**src/rtl/alu_seq_if.sv**
```systemverilog
// Instruction, ALU and result signals between fetch, sequencer and ALU.
// The sequencer takes the master modport and the environment takes the slave modport.
interface alu_seq_if;
  logic        instr_valid;
  logic        instr_ready;
  logic [15:0] instr;
  logic [2:0]  alu_op;
  logic [7:0]  alu_a;
  logic [7:0]  alu_b;
  logic [7:0]  alu_ans;
  logic        alu_zero;
  logic        res_valid;
  logic [7:0]  res_data;
  logic        res_zero;
  logic [1:0]  res_rd;

  modport master (
    input  instr_valid, instr, alu_ans, alu_zero,
    output instr_ready, alu_op, alu_a, alu_b, res_valid, res_data, res_zero, res_rd
  );

  modport slave (
    output instr_valid, instr, alu_ans, alu_zero,
    input  instr_ready, alu_op, alu_a, alu_b, res_valid, res_data, res_zero, res_rd
  );
endinterface

```
**src/rtl/alu_seq.sv**
```systemverilog
// Sequencer: ALU op retires 3 cycles after accept, LI retires 2; instr_ready only in IDLE, so one instruction in flight.
// The ALU_SEQ_RETIRE_CNT_EN macro enables the retire counter; without it, retire_cnt is tied to 0.
module alu_seq (
  input  logic        clk,
  input  logic        rst_n,
  alu_seq_if.master   bus,
  input  logic [1:0]  dbg_sel,
  output logic [7:0]  dbg_data,
  output logic [15:0] retire_cnt
);
  typedef enum logic [1:0] {IDLE, ISSUE, WB} state_t;

  typedef struct packed {
    logic [2:0] op;
    logic [1:0] rd;
    logic [1:0] rs;
    logic       imm_sel;
    logic [7:0] imm;
  } instr_t;

  localparam logic [2:0] OP_LI = 3'b101;

  state_t     state_q, state_d;
  instr_t     instr_q, instr_d;
  instr_t     in_w;
  logic [7:0] regs_q [4];
  logic       res_valid_q;
  logic [7:0] res_data_q;
  logic       res_zero_q;
  logic [1:0] res_rd_q;
  logic [7:0] wb_data;
  logic       wb_zero;

  assign in_w = bus.instr;

  always_comb begin
    state_d         = state_q;
    instr_d         = instr_q;
    bus.instr_ready = 1'b0;
    bus.alu_op      = 3'b000;
    bus.alu_a       = 8'h00;
    bus.alu_b       = 8'h00;
    case (state_q)
      IDLE: begin
        bus.instr_ready = rst_n;
        if (bus.instr_valid && rst_n) begin
          instr_d = in_w;
          state_d = (in_w.op == OP_LI) ? WB : ISSUE;
        end
      end
      ISSUE: begin
        bus.alu_op = instr_q.op;
        bus.alu_a  = regs_q[instr_q.rs];
        bus.alu_b  = instr_q.imm_sel ? instr_q.imm : regs_q[instr_q.imm[1:0]];
        state_d    = WB;
      end
      WB:      state_d = IDLE;
      default: state_d = IDLE;
    endcase
  end

  // LI bypasses the ALU and derives its zero flag locally.
  assign wb_data = (instr_q.op == OP_LI) ? instr_q.imm : bus.alu_ans;
  assign wb_zero = (instr_q.op == OP_LI) ? (instr_q.imm == 8'h00) : bus.alu_zero;

  always_ff @(posedge clk or negedge rst_n) begin
    if (!rst_n) begin
      state_q     <= IDLE;
      instr_q     <= '0;
      res_valid_q <= 1'b0;
      res_data_q  <= 8'h00;
      res_zero_q  <= 1'b0;
      res_rd_q    <= 2'd0;
      for (int i = 0; i < 4; i++) regs_q[i] <= 8'h00;
    end else begin
      state_q     <= state_d;
      instr_q     <= instr_d;
      res_valid_q <= (state_q == WB);
      if (state_q == WB) begin
        regs_q[instr_q.rd] <= wb_data;
        res_data_q         <= wb_data;
        res_zero_q         <= wb_zero;
        res_rd_q           <= instr_q.rd;
      end
    end
  end

  assign bus.res_valid = res_valid_q;
  assign bus.res_data  = res_data_q;
  assign bus.res_zero  = res_zero_q;
  assign bus.res_rd    = res_rd_q;
  assign dbg_data      = regs_q[dbg_sel];

`ifdef ALU_SEQ_RETIRE_CNT_EN
  logic [15:0] retire_cnt_q;

  always_ff @(posedge clk or negedge rst_n) begin
    if (!rst_n)               retire_cnt_q <= 16'h0000;
    else if (state_q == WB)   retire_cnt_q <= retire_cnt_q + 16'd1;
  end

  assign retire_cnt = retire_cnt_q;
`else
  assign retire_cnt = 16'h0000;
`endif
endmodule

```
**src/flat_wrapper.sv**
```systemverilog
// flat-port wrapper written by rule: the top's interface ports become plain ports
module alu_seq_flat 
  (clk, rst_n, dbg_sel, dbg_data, retire_cnt, bus_instr_valid, bus_instr, bus_alu_ans, bus_alu_zero, bus_instr_ready, bus_alu_op, bus_alu_a, bus_alu_b, bus_res_valid, bus_res_data, bus_res_zero, bus_res_rd);
  alu_seq_if bus_i ();
  input  logic clk;
  input  logic rst_n;
  input  logic [1:0] dbg_sel;
  output logic [7:0] dbg_data;
  output logic [15:0] retire_cnt;
  input wire logic [$bits(bus_i.instr_valid)-1:0] bus_instr_valid;
  input wire logic [$bits(bus_i.instr)-1:0] bus_instr;
  input wire logic [$bits(bus_i.alu_ans)-1:0] bus_alu_ans;
  input wire logic [$bits(bus_i.alu_zero)-1:0] bus_alu_zero;
  output wire logic [$bits(bus_i.instr_ready)-1:0] bus_instr_ready;
  output wire logic [$bits(bus_i.alu_op)-1:0] bus_alu_op;
  output wire logic [$bits(bus_i.alu_a)-1:0] bus_alu_a;
  output wire logic [$bits(bus_i.alu_b)-1:0] bus_alu_b;
  output wire logic [$bits(bus_i.res_valid)-1:0] bus_res_valid;
  output wire logic [$bits(bus_i.res_data)-1:0] bus_res_data;
  output wire logic [$bits(bus_i.res_zero)-1:0] bus_res_zero;
  output wire logic [$bits(bus_i.res_rd)-1:0] bus_res_rd;
  assign bus_i.instr_valid = bus_instr_valid;
  assign bus_i.instr = bus_instr;
  assign bus_i.alu_ans = bus_alu_ans;
  assign bus_i.alu_zero = bus_alu_zero;
  assign bus_instr_ready = bus_i.instr_ready;
  assign bus_alu_op = bus_i.alu_op;
  assign bus_alu_a = bus_i.alu_a;
  assign bus_alu_b = bus_i.alu_b;
  assign bus_res_valid = bus_i.res_valid;
  assign bus_res_data = bus_i.res_data;
  assign bus_res_zero = bus_i.res_zero;
  assign bus_res_rd = bus_i.res_rd;
  alu_seq u_core (.clk(clk), .rst_n(rst_n), .bus(bus_i), .dbg_sel(dbg_sel), .dbg_data(dbg_data), .retire_cnt(retire_cnt));
endmodule
```
**config.mk**
```make
export PLATFORM = sky130hd
export DESIGN_NAME = alu_seq_flat
export DESIGN_NICKNAME = d
export VERILOG_FILES = /design/src/rtl/alu_seq_if.sv /design/src/rtl/alu_seq.sv /design/src/flat_wrapper.sv
export SDC_FILE = /design/constraint.sdc
export NUM_CORES = 1
export LEC_CHECK = 0
export CORE_MARGIN = 2
export CORE_UTILIZATION = 35
export DETAILED_ROUTE_END_ITERATION = 7
export SYNTH_ARGS = -nofsm -noshare
export SYNTH_HDL_FRONTEND = slang
export SYNTH_SLANG_ARGS = --single-unit
```
**constraint.sdc**
```tcl
create_clock -name clk -period 2.6 [get_ports clk]
set_input_delay 0.26 -clock clk [delete_from_list [all_inputs] [get_ports clk]]
set_output_delay 0.26 -clock clk [all_outputs]
set_load 0.02 [all_outputs]
```
==> impl_metrics.py, run 1 <==
metrics = {
    "layout": {
        "diodes": 0,
        "area_delta_synth_final_pct": 25.8,
        "mostFrequentLayoutCells": "68 x clkdlybuf4s50_1, 59 x dfrtp_1, 32 x nor2_1, 24 x a21oi_1, 24 x nand2_1",
        "nNetsFinal": 383,
        "drive_gt1_share_pct": 19.6,
        "design_area_um2": 4250,
        "final_common_cell": "clkdlybuf4s50_1",
    },
    "yosys": {
        "yosys_warnings": 0,
        "synth_ff_type": "dfrtp_1",
        "synth.largest_area_cell": "dfrtp_1",
        "synthDistinctLibCells": 35,
        "syn-cell-area_um2": 3370,
        "synth_top_area_share_pct": 46.0,
        "synth_edf_count": 0,
        "synth_seq_area_share_pct": 46.0,
        "synthArstFlopShare_pct": 100,
        "synth_area_per_cell_um2": 11.8,
        "synthCells": 287,
        "synth_seq_cells": 62,
        "synth_area_leaders": "dfrtp_1 46%, mux4_2 13%, mux2_2 6.0%",
    },
    "global_route": {
        "grt_overflow": 0,
        "grt_pass1_wl_um": 13400,
        "grt_usage_pct": 17.2,
        "grt_pass1_vias": 2486,
        "antenna_found_initial": 0,
        "grt_max_degree": 36,
    },
    "timing": {
        "worst_pin_slew_ns": 0.696,
        "fmax_mhz": 402,
        "fin_crit_ns": 2.49,
        "min_period_over_period_pct": 95.6,
        "setup_viol": 0,
        "maxSlewViolCount": 0,
        "maxSlewHeadroom_pct": 53.4,
        "setup_tns_ns": 0,
        "hold_viol": 0,
        "rsz0062_at_grt": "false",
        "finClkSkew_ns": 0.00743,
    },
    "clock_network": {
        "clock_latency_ns": 0.34,
        "htreeDepth": 3,
        "cts.sinks": 62,
        "cts_buffers": 9,
        "cts_tree": "done",
        "cts-root-buf": "clkbuf_8",
        "clock_path_buffers": 2,
        "clkTransAtPathRegs_ns": 0.06,
        "postCtsSetupBuffers": 0,
    },
    "critical_path": {
        "arrival_ns": 2.23,
        "start_kind": "flop",
        "r2r_setup_slack_ns": 0.94,
        "path_class": "reg2out",
        "rr_endpoint": "u_core.regs_q[0]$_DFFE_PN0P_",
        "critPathCaptureType": "primary output",
        "crit-reg2reg-launch": "u_core.state_q[0]$_DFFE_PN0P_",
        "reg2regPathDepth": 4,
        "cp_max_fo": 13,
        "cp-startpoint": "u_core.instr_q[0]$_DFFE_PN0P_",
        "critical_path_required_ns": 2.34,
    },
    "drt": {
        "wl_per_cell_um": 17.7,
        "ant_nets": 0,
        "drtPass1Iterations": 4,
        "drt_iter0_markers": 102,
        "viasPerCell": 4.99,
        "vias": 2426,
        "drt_wl_total_um": 8590,
        "drc": 0,
    },
    "floorplanning": {
        "rows": 35,
        "num_io_pins": 86,
        "core_um2": 9280,
        "fp.dieArea_um2": 10400,
        "die_w_um": 102,
        "start_util_pct": 36.3,
        "die_h_um": 102,
    },
    "power": {
        "p_leak_nw": 1.76,
        "max-vdd-ir-drop_mv": 0.336,
        "powerDensity_nw_per_um2": 978,
    },
    "place": {
        "port_buffers": 69,
        "dp_hpwl_um": 5950,
        "place_area_um2": 4060,
        "gp_congestion": 0.778,
    },
    "min_path": {
        "hold_start": "u_core.bus.res_rd[1]$_DFFE_PN0P_",
        "worstHoldEndpoint": "u_core.bus.res_rd[1]$_DFFE_PN0P_",
        "whs_path_depth": 2,
        "worstHoldPathType": "reg2reg",
    },
    "status": {
        "status": "finished, final reports clean",
    },
    "run": {
        "maxCapViolCount": 0,
    },
}
[worst max-delay path by stage]
stage,endpoint,depth (start not counted),slack [ns]
5_1_grt,bus_alu_b[2],4,0.02
2_1_floorplan,bus_alu_b[1],4,1.02
6_report,bus_alu_b[2],4,0.11
4_1_cts,bus_alu_b[0],4,0.03
3_3_place_gp,bus_alu_b[3],4,0.22
3_5_place_dp,bus_alu_b[3],4,0.21
[power breakdown]
part,internal [mW],switching (mW)
clock network,0.393,0.356
registers,1.34,0.437
logic,0.947,0.682
[repair_timing]
item	CTS	global route
gates resized for setup	2	2
hold buffers	1	0
setup endpoints to repair	15	3
endpoints found under the hold margin	3	0
[state kept, by name, summed over array words and instances (netlist names)]
name / cells
u_core.regs_q: 32
u_core.instr_q: 16
u_core.bus.res_data: 8
u_core.bus.res_rd: 2
u_core.state_q: 2
u_core.bus.res_valid: 1
u_core.bus.res_zero: 1
[synth_stat cells (3+ instances only)]
cell	number
a21oi_1	24
mux4_1	3
clkbuf_1	4
nor2_1	32
inv_1	3
dfrtp_1	62
nand2_1	24
buf_4	18
mux4_2	19
o21ai_0	17
mux2_2	18
mux2i_1	16
buf_2	5
buf_6	7
nor2b_1	8
[critical path, cell delays in order, from the launching register on]
cell and delay, ns:
dfrtp_4 0.55, mux4_1 0.57, mux2i_1 0.13, nor2_1 0.07, clkdlybuf4s50_1 0.57
[area by class of cell]
cell class              instances  area (um^2)
clock buffers                  14          163
clock inverters                 1         5.00
fillers                       877         5040
inverters                       4         15.0
multi-input cells             200         1600
flip-flops and latches         62         1560
well taps                     129          161
repair buffers                 76          741
[logic make-up after synthesis]
logic type             Yosys count  synth area share, %
and+or+nand+nor                 81                 12.6
DFF                             62                 46.0
muxes                           56                 25.8
AOI/OAI and AO/OA               47                 7.38
buffers and inverters           40                 8.19
other                            1                0.111
[routing by layer]
| layer | up-vias | wire length, um | share of wire, % | GRT usage [%] |
|---|---|---|---|---|
| met2 | 93 | 4060 | 47 | 27.8 |
| met1 | 1199 | 3870 | 45 | 22.9 |
| met5 | - | 0 | 0 | 0 |
| met3 | 14 | 533 | 6.2 | 3.56 |
| li1 | 1120 | - | - | - |
| met4 | 0 | 126 | 1.5 | 6.87 |
[stage by stage]
stage | util [%] | cells | setup WS [ns] | hold slack (ns) | power [mW]
floorplan | - | 302 | 1.02 | -0.0356 | 2.80
global placement | 43.7 | 470 | 0.221 | 0.353 | 3.37
detailed placement | 43.7 | 470 | 0.208 | 0.357 | 3.42
CTS | 45.7 | 486 | 0.0289 | 0.483 | 4.18
global route | 45.7 | 486 | 0.0187 | 0.514 | 4.42
finish | 45.7 | 486 | 0.114 | 0.475 | 4.15
Note: power is estimated with default switching activity, not from simulation.
==> inputs of run 2 (changes only) <==
--- a/config.mk
+++ b/config.mk
@@ -5,6 +5,7 @@
 export SDC_FILE = /design/constraint.sdc
 export NUM_CORES = 1
 export LEC_CHECK = 0
+export ABC_CLOCK_PERIOD_IN_PS = 2600
 export CORE_MARGIN = 2
 export CORE_UTILIZATION = 35
 export DETAILED_ROUTE_END_ITERATION = 7
==> results of run 2 <==
Final layout, timing and power as in run 1 (identical DEF).
